`config.mk`:
```
export PLATFORM = sky130hd
export DESIGN_NAME = output_pkt_scheduler
export DESIGN_NICKNAME = d
export VERILOG_FILES = /design/src/rtl/output_pkt_scheduler_pkg.sv /design/src/rtl/rr_priority_pick.sv /design/src/rtl/output_pkt_scheduler.sv
export SDC_FILE = /design/constraint.sdc
export NUM_CORES = 1
export LEC_CHECK = 0
export ABC_CLOCK_PERIOD_IN_PS = 9700
export CAP_MARGIN = 20
export CORE_MARGIN = 1.5
export CORE_UTILIZATION = 41
export CTS_CLUSTER_DIAMETER = 30
export DETAILED_ROUTE_END_ITERATION = 16
export PLACE_DENSITY = 0.83
export SLEW_MARGIN = 20
export SYNTH_ARGS = -nofsm -noshare
export SYNTH_HDL_FRONTEND = slang
export SYNTH_SLANG_ARGS = --single-unit
```
`constraint.sdc`:
```
create_clock -name clk -period 9.7 [get_ports clk]
set_clock_uncertainty 0.2 [all_clocks]
set_input_delay 2.91 -clock clk [delete_from_list [all_inputs] [get_ports clk]]
set_output_delay 2.91 -clock clk [all_outputs]
set_load 0.02 [all_outputs]
```
`src/rtl/output_pkt_scheduler_pkg.sv`:
```
// Shared types and helpers for the packet-aware weighted round-robin scheduler.
package output_pkt_scheduler_pkg;

  typedef enum logic {
    ST_IDLE   = 1'b0,
    ST_LOCKED = 1'b1
  } state_e;

  function automatic int ptr_width(input int n);
    return (n > 1) ? $clog2(n) : 1;
  endfunction

  function automatic logic [31:0] onehot32(input int unsigned idx);
    return 32'd1 << idx;
  endfunction

  function automatic int unsigned weight_sat1(input int unsigned w);
    return (w == 32'd0) ? 32'd1 : w;
  endfunction

endpackage

```
`src/rtl/rr_priority_pick.sv`:
```
// Combinational round-robin picker: first set request at or after start_i, wrapping.
module rr_priority_pick #(
  parameter int N  = 5,
  parameter int PW = 3
) (
  input  logic [N-1:0]  req_i,
  input  logic [PW-1:0] start_i,
  output logic [PW-1:0] idx_o,
  output logic          found_o
);

  int cand;

  always_comb begin
    idx_o   = '0;
    found_o = 1'b0;
    cand    = 0;
    for (int i = 0; i < N; i++) begin
      cand = (int'(start_i) + i) % N;
      if (!found_o && req_i[cand]) begin
        found_o = 1'b1;
        idx_o   = PW'(cand);
      end
    end
  end

endmodule

```
`src/rtl/output_pkt_scheduler.sv`:
```
// Packet-aware weighted round-robin scheduler sharing one output queue between
// NUM_INPUTS FWFT FIFOs; a grant is held until the last flit of the packet moves.
module output_pkt_scheduler
  import output_pkt_scheduler_pkg::*;
#(
  parameter  int NUM_INPUTS = 5,
  parameter  int DATA_W     = 32,
  parameter  int WEIGHT_W   = 4,
  localparam int PTR_W      = ptr_width(NUM_INPUTS)
) (
  input  logic                           clk,
  input  logic                           rst_n,
  input  logic [NUM_INPUTS-1:0]          fifo_empty_i,
  input  logic [NUM_INPUTS-1:0]          fifo_last_i,
  input  logic [NUM_INPUTS*DATA_W-1:0]   fifo_data_i,
  output logic [NUM_INPUTS-1:0]          fifo_rd_en_o,
  input  logic                           outq_ready_i,
  output logic                           outq_valid_o,
  output logic [DATA_W-1:0]              outq_data_o,
  output logic                           outq_last_o,
  input  logic [NUM_INPUTS*WEIGHT_W-1:0] cfg_weight_i,
  output logic                           grant_valid_o,
  output logic                           lock_active_o,
  output logic [PTR_W-1:0]               lock_port_o
);

  state_e              state_q, state_d;
  logic [PTR_W-1:0]    rr_ptr_q, rr_ptr_d;
  logic [PTR_W-1:0]    cur_port_q, cur_port_d;
  logic [PTR_W-1:0]    lock_port_q, lock_port_d;
  logic                hold_q, hold_d;
  logic [WEIGHT_W-1:0] credit_q, credit_d;

  logic [PTR_W-1:0]    start_ptr, pick_idx, sel;
  logic                pick_found, hold_ok, sel_avail, fresh, grant;
  logic [WEIGHT_W-1:0] w_sel, fresh_credit, credit_eff;

  assign start_ptr = (rr_ptr_q == PTR_W'(NUM_INPUTS - 1)) ? '0 : rr_ptr_q + 1'b1;

  rr_priority_pick #(.N(NUM_INPUTS), .PW(PTR_W)) u_pick (
    .req_i   (~fifo_empty_i),
    .start_i (start_ptr),
    .idx_o   (pick_idx),
    .found_o (pick_found)
  );

  // Port selection: locked owner, then held port, then round-robin search.
  always_comb begin
    sel       = lock_port_q;
    sel_avail = 1'b0;
    fresh     = 1'b0;
    hold_ok   = hold_q && !fifo_empty_i[cur_port_q];
    if (state_q == ST_LOCKED) begin
      sel       = lock_port_q;
      sel_avail = !fifo_empty_i[lock_port_q];
    end else if (hold_ok) begin
      sel       = cur_port_q;
      sel_avail = 1'b1;
    end else if (pick_found) begin
      sel       = pick_idx;
      sel_avail = 1'b1;
      fresh     = 1'b1;
    end
  end

  assign grant         = rst_n & outq_ready_i & sel_avail;
  assign grant_valid_o = grant;
  assign outq_valid_o  = grant;
  assign fifo_rd_en_o  = grant ? NUM_INPUTS'(onehot32(32'(sel))) : '0;
  assign outq_data_o   = fifo_data_i[int'(sel)*DATA_W +: DATA_W];
  assign outq_last_o   = fifo_last_i[sel];
  assign lock_active_o = rst_n & (state_q == ST_LOCKED);
  assign lock_port_o   = lock_port_q;

  assign w_sel        = cfg_weight_i[int'(sel)*WEIGHT_W +: WEIGHT_W];
  assign fresh_credit = WEIGHT_W'(weight_sat1(32'(w_sel)));
  assign credit_eff   = fresh ? fresh_credit : credit_q;

  always_comb begin
    state_d     = state_q;
    rr_ptr_d    = rr_ptr_q;
    cur_port_d  = cur_port_q;
    lock_port_d = lock_port_q;
    hold_d      = hold_q;
    credit_d    = credit_q;
    if (state_q == ST_IDLE && hold_q && !hold_ok) hold_d = 1'b0;
    if (grant) begin
      if (fresh) begin
        rr_ptr_d = sel;
        credit_d = fresh_credit;
      end
      if (outq_last_o) begin
        state_d     = ST_IDLE;
        lock_port_d = '0;
        if (credit_eff > WEIGHT_W'(1)) begin
          credit_d   = credit_eff - 1'b1;
          hold_d     = 1'b1;
          cur_port_d = sel;
        end else begin
          credit_d = '0;
          hold_d   = 1'b0;
        end
      end else begin
        state_d     = ST_LOCKED;
        lock_port_d = sel;
      end
    end
  end

  always_ff @(posedge clk or negedge rst_n) begin
    if (!rst_n) begin
      state_q     <= ST_IDLE;
      rr_ptr_q    <= '0;
      cur_port_q  <= '0;
      lock_port_q <= '0;
      hold_q      <= 1'b0;
      credit_q    <= '0;
    end else begin
      state_q     <= state_d;
      rr_ptr_q    <= rr_ptr_d;
      cur_port_q  <= cur_port_d;
      lock_port_q <= lock_port_d;
      hold_q      <= hold_d;
      credit_q    <= credit_d;
    end
  end

endmodule
```
==> results of run 1 <==
[sequential cells by signal, summed over array words and instances (netlist names)]
register	cells
rr_ptr_q	3
hold_q	1
lock_port_o	3
state_q	1
cur_port_q	3
credit_q	4
[per-layer routing]
layer  wire [µm]  share of wire  global-route usage
met5           0              0                   0
met2        9914           0.50              0.6176
met4         583          0.030             0.09198
met1        7514           0.38              0.4175
met3        1702          0.086             0.05504
[final cells by class]
class / instances / area [µm²] / share of cell area
multi-input cells: 488 / 3697 / 0.5090
well taps: 136 / 170.2 / 0.02343
flip-flops and latches: 15 / 375.4 / 0.05168
clock inverters: 1 / 5.005 / 0.0006891
repair buffers: 290 / 2884 / 0.3971
inverters: 24 / 90.09 / 0.01240
clock buffers: 3 / 41.29 / 0.005685
[worst max path at each step]
stage	startpoint	to	slack [ns]	cells past startpoint
floorplan	fifo_empty_i[0]	fifo_rd_en_o[4]	0.68	11
global placement	fifo_empty_i[0]	outq_data_o[1]	0.01	14
detailed placement	fifo_empty_i[0]	outq_data_o[16]	-0.11	14
CTS	fifo_empty_i[0]	outq_data_o[21]	0.03	15
global route	rr_ptr_q[1]	outq_last_o	0.1	23
finish	fifo_empty_i[4]	outq_last_o	0.28	15
[timing repair]
| action | CTS | global route |
|---|---|---|
| hold buffers | 0 | 0 |
| gates resized for setup | 35 | 6 |
| endpoints found under the setup margin | 29 | 32 |
| setup buffers | 4 | 0 |
| pin swaps | 0 | 1 |
| cloned | 1 | 0 |
[cells by family after synthesis]
family	count (synthesis)	share of synthesized area
and+or+nand+nor	217	0.2547
AOI/OAI and AO/OA	156	0.3041
muxes	95	0.2355
buffers and inverters	64	0.06133
adders and majority gates	17	0.05116
DFF	15	0.08721
xor gates and xnor gates	3	0.006106
[metrics by stage]
stage | cells | setup TNS [ns] | hold WS, ns | area [µm²]
floorplan | 567 | 0 | 0.2563 | 4304
global route | 957 | 0 | 0.3334 | 7263
CTS | 957 | 0 | 0.3193 | 7247
global placement | 948 | 0 | 0.2951 | 7149
finish | 957 | 0 | 0.3161 | 7263
detailed placement | 948 | -1.566 | 0.2993 | 7149
[critical path, cell delays in order]
cell and delay (ns):
clkdlybuf4s50_1 0.65, nor2_1 0.12, a22oi_2 0.26, o31ai_1 0.15
nor4b_4 0.33, inv_1 0.12, o211ai_2 0.27, nand2_4 0.16
buf_4 0.18, buf_4 0.15, nor3_4 0.18, buf_12 0.23
a21oi_1 0.12, inv_1 0.10, dlygate4sd2_1 0.37
[cells in the final DEF, fill, tap and decap left out, types with 5 or more instances in the layout]
cell type | synthesis | layout
buf_4 | 2 | 44
a31oi_1 | 6 | 6
nand3_1 | 9 | 9
mux2_2 | 10 | 10
a221o_1 | 5 | 5
inv_1 | 23 | 23
ha_1 | 16 | 16
mux2i_1 | 81 | 81
a211oi_1 | 5 | 5
clkdlybuf4s50_1 | 0 | 198
and2_1 | 7 | 7
dfrtp_1 | 15 | 15
nand2_1 | 102 | 102
buf_12 | 0 | 10
a21oi_1 | 21 | 21
nand2b_1 | 10 | 10
and3_1 | 8 | 8
o21ai_0 | 19 | 17
nor3_1 | 14 | 14
nor2b_1 | 5 | 5
dlygate4sd2_1 | 0 | 33
a32o_1 | 33 | 33
nor2_1 | 26 | 26
==> impl_metrics.py, run 1 <==
metrics = {
    "yosys": {
        "synth_edf_count": 0,
        "ys_ff_latch": 15,
        "ys.flop_type": "dfrtp_1",
        "syn_area_um2": 4304,
        "yosysWarningCount": 0,
        "syn_avg_cell_area_um2": 7.591,
        "syn-num-nets": 777,
        "synth-seq-area-share": 0.08721,
        "yosys-top-cells-count": "102 x nand2_1, 81 x mux2i_1, 33 x a32o_1",
        "synth_top_area_share": 0.1884,
        "synth.distinct_cells": 89,
        "yosys.area.top_type": "mux2i_1",
        "synth.area.top_cells": "mux2i_1 19%, nand2_1 8.9%, dfrtp_1 8.7%",
        "synthArstFlopShare": 1.000,
        "syn_inst": 567,
        "yosysMostFrequentCell": "nand2_1",
    },
    "global_routing": {
        "gr-total-overflow": 0,
        "first_global_vias": 5617,
        "track_usage": 0.3417,
        "antenna_found_initial": 0,
        "grt_max_degree": 40,
        "grt_pass1_wl_mm": 29.88,
    },
    "clock_network": {
        "clkTransAtPathRegs_ns": 0.07,
        "clock-sinks": 15,
        "numCtsBuffers": 3,
        "clk_latency_ns": 0.26,
        "clockBufferDepth": 2,
        "cts_max_level": 1,
        "cts_tree": "done",
        "root_buffer": "clkbuf_8",
    },
    "worst_setup_path": {
        "worst_ep_required_time_ns": 6.59,
        "worstSetupPathType": "input port to output pin",
        "cp-start-kind": "input port",
        "r2r_start": "rr_ptr_q[1]",
        "r2r-end": "cur_port_q[1]",
        "rrSetupSlack_ns": 1.92,
        "crit_path_end_kind": "output pin",
        "crit_arrival_ns": 6.31,
        "cp_max_fo": 32,
        "ff2ff_path_depth": 28,
    },
    "timing": {
        "slew_viol_final": 0,
        "slew_headroom": 0.5713,
        "setup_viol": 0,
        "rsz0062_at_grt": "no",
        "setup_ws_ns": 0.2819,
        "final_hold_viol_count": 0,
        "fmax_ghz": 0.1062,
        "worstMarginPinSlew_ns": 0.6251,
        "fin_crit_sh": 0.9709,
        "period_needed_ns": 9.418,
    },
    "worst_hold_path": {
        "worstHoldPathCells": 1,
        "hold_end": "credit_q[0]",
        "min_path_type": "flip-flop to flip-flop",
        "min_from": "credit_q[0]",
    },
    "route": {
        "routed_wl_mm": 19.72,
        "drtPass1Iterations": 5,
        "drt_iter0_drc": 520,
        "vias_per_cell": 6.011,
        "vias": 5753,
        "drc_errors": 0,
        "antenna_left": 0,
        "wire_per_inst_um": 20.60,
    },
    "placement": {
        "pre_cts_ws_ns": -0.1097,
        "gp_congestion": 1.011,
        "io_buffers": 236,
        "dp_hpwl_mm": 16.22,
    },
    "layout": {
        "fin_util": 0.7067,
        "layout-drive-gt1-share": 0.1291,
        "nets": 1032,
        "area_delta_synth_final_pct": 68.75,
        "fill_cells": 873,
        "n_antenna_cell": 0,
    },
    "floorplan": {
        "start_util": 0.4188,
        "fp.dieW_um": 105.5,
        "dieHeight_um": 105.5,
        "core_area_um2": 10280,
        "row_count": 37,
        "design.die.area_um2": 11120,
        "ioPinCount": 237,
    },
    "status": {
        "status": "completed",
    },
    "flow_run": {
        "maxCapViolations": 0,
    },
}
Power of run 1 is left out: the tool's default activity adds up to more than one toggle a clock period on the data nets, which glitch-free logic cannot reach.
==> inputs of run 2 (changes only) <==
--- a/config.mk
+++ b/config.mk
@@ -9,8 +9,10 @@
 export CAP_MARGIN = 20
 export CORE_MARGIN = 1.5
 export CORE_UTILIZATION = 41
-export CTS_CLUSTER_DIAMETER = 30
+export CTS_CLUSTER_DIAMETER = 100
 export DETAILED_ROUTE_END_ITERATION = 16
+export GPL_ROUTABILITY_DRIVEN = 0
+export MAX_ROUTING_LAYER = met4
 export PLACE_DENSITY = 0.83
 export SLEW_MARGIN = 20
 export SYNTH_ARGS = -nofsm -noshare
==> run 2 against run 1 <==
Compared with the run above: clock-buffer cell count did not move; final area fell by 0.86%; sequential share of layout area grew 0.062 points; fmax is 1.1% lower; critical endpoint unchanged; critical path depth decreased by 1.
==> impl_metrics.py, run 2 (synthesis gave the netlist of run 1 again) <==
metrics = {
    "placement": {
        "io_buffers": 236,
        "dp_hpwl_mm": 16.22,
        "placed_cells": 944,
        "place_area_um2": 7094,
    },
    "layout": {
        "area_delta_synth_final_pct": 67.30,
        "layout-drive-gt1-share": 0.1242,
        "largest_reg_flops": 4,
        "regMostFlops": "credit_q",
        "n_antenna_cell": 0,
        "mostFrequentLayoutCell": "clkdlybuf4s50_1",
        "final_cell_mix": "209 x clkdlybuf4s50_1, 102 x nand2_1, 78 x mux2i_1",
        "fill_cells": 812,
        "ff_latch_area_um2": 376.6,
        "final_cells": 949,
        "multi_input_area_um2": 3722,
        "final_cell_area_um2": 7201,
        "nets": 1024,
    },
    "floorplan": {
        "design.die.area_um2": 11120,
        "ioPinCount": 237,
        "row_count": 37,
        "core_area_um2": 10280,
        "dieHeight_um": 105.5,
        "fp.dieW_um": 105.5,
        "start_util": 0.4188,
    },
    "worst_setup_path": {
        "slowest_delay_ns": 0.63,
        "worst_ep_required_time_ns": 6.59,
        "crit_cells": 14,
        "ff2ff_path_depth": 28,
        "crit_slowest_cell": "clkdlybuf4s50_1",
        "worstSetupPathType": "input port to output pin",
        "rrSetupSlack_ns": 2.02,
        "cp-start-kind": "input port",
        "startpoint": "fifo_empty_i[2]",
        "crit_path_end_kind": "output pin",
        "path_buf_inv": 3,
        "cp_max_fo": 9,
        "r2r_start": "rr_ptr_q[1]",
        "cp-endpoint": "outq_last_o",
        "r2r-end": "cur_port_q[1]",
        "crit_family": "compound AO/OA/AOI/OAI gates",
        "path_cells": "dlygate4sd2_1 -> mux4_2 -> mux2i_1 -> a22oi_2 -> o31ai_1 -> nor4b_4 -> nand4bb_4 -> o21ba_2 -> o221ai_4 -> nand3_1 -> o22ai_1 -> a21oi_1 -> inv_1 -> clkdlybuf4s50_1",
        "crit_arrival_ns": 6.41,
    },
    "global_routing": {
        "grt_pass1_wl_mm": 30.46,
        "first_global_vias": 5756,
        "track_usage": 0.3583,
        "grt_max_degree": 40,
        "antenna_found_initial": 0,
        "gr-total-overflow": 0,
    },
    "clock_network": {
        "cts_max_level": 1,
        "clock-sinks": 15,
        "cts_tree": "done",
        "numCtsBuffers": 3,
        "clk_latency_ns": 0.25,
        "clockBufferDepth": 2,
        "root_buffer": "clkbuf_8",
        "clkTransAtPathRegs_ns": 0.07,
        "post_cts.repair.setup_buffers": 0,
    },
    "route": {
        "vias": 5765,
        "wire_per_inst_um": 21.01,
        "drt_iter0_drc": 585,
        "vias_per_cell": 6.075,
        "drtPass1Iterations": 5,
        "antenna_left": 0,
        "routed_wl_mm": 19.94,
        "drc_errors": 0,
    },
    "worst_hold_path": {
        "min_path_type": "flip-flop to flip-flop",
        "worstHoldPathCells": 1,
    },
    "timing": {
        "rsz0062_at_grt": "no",
        "worstMarginPinSlew_ns": 0.6778,
        "slew_headroom": 0.5468,
        "whs_ns": 0.3092,
        "fmax_ghz": 0.1050,
        "fin_setup_tns_ns": 0,
        "setup_viol": 0,
        "final_hold_viol_count": 0,
        "fin_crit_sh": 0.9818,
        "period_needed_ns": 9.524,
        "slew_viol_final": 0,
    },
    "flow_run": {
        "maxCapViolations": 0,
    },
    "status": {
        "status": "completed",
    },
}
## run 2: changes by cell type in the layout (fill, tap and decap cells not counted), moves of 2 or more
cell / before / now
dlygate4sd2_1: 33 / 21
clkdlybuf4s50_1: 198 / 209
buf_4: 44 / 39
buf_12: 10 / 6
mux2i_1: 81 / 78
mux2i_2: 0 / 2
## run 2: timing repair
action | CTS | global route
pin swaps | 0 | 1
endpoints found under the hold margin | 0 | 0
gates resized for setup | 26 | 9
hold buffers | 0 | 0
setup endpoints to repair | 28 | 38
cloned | 1 | 0
## run 2: worst min-delay path by stage
stage | endpoint | start | slack, ns
after global placement | credit_q[0] | credit_q[0] | 0.29
after global routing | credit_q[1] | credit_q[1] | 0.34
after detailed placement | credit_q[1] | credit_q[1] | 0.29
final | credit_q[1] | credit_q[1] | 0.31
after floorplan | credit_q[2] | credit_q[2] | 0.26
after CTS | credit_q[0] | credit_q[0] | 0.31
## run 2: stage by stage
step / util / worst slack (ns)
after CTS: 0.6977 / -0.04143
final: 0.7006 / 0.1762
after global placement: 0.6903 / -0.01709
after detailed placement: 0.6903 / -0.1007
after global routing: 0.7006 / 0.006828
after floorplan: - / 0.6841
## run 2: area by class of cell
cell class,instances,area share
clock buffers,3,0.005734
clock inverters,1,0.0006950
multi-input cells,488,0.5169
inverters,24,0.01251
well taps,136,0.02363
flip-flops and latches,15,0.05230
repair buffers,282,0.3882
## run 2: metal layers
metal,wire length [µm],share of wire,global-route usage
met5,0,0,-
met4,536,0.027,0.09002
met3,1731,0.087,0.05504
met2,9933,0.50,0.6228
met1,7736,0.39,0.4334
Power of run 2 is left out for the same reason.
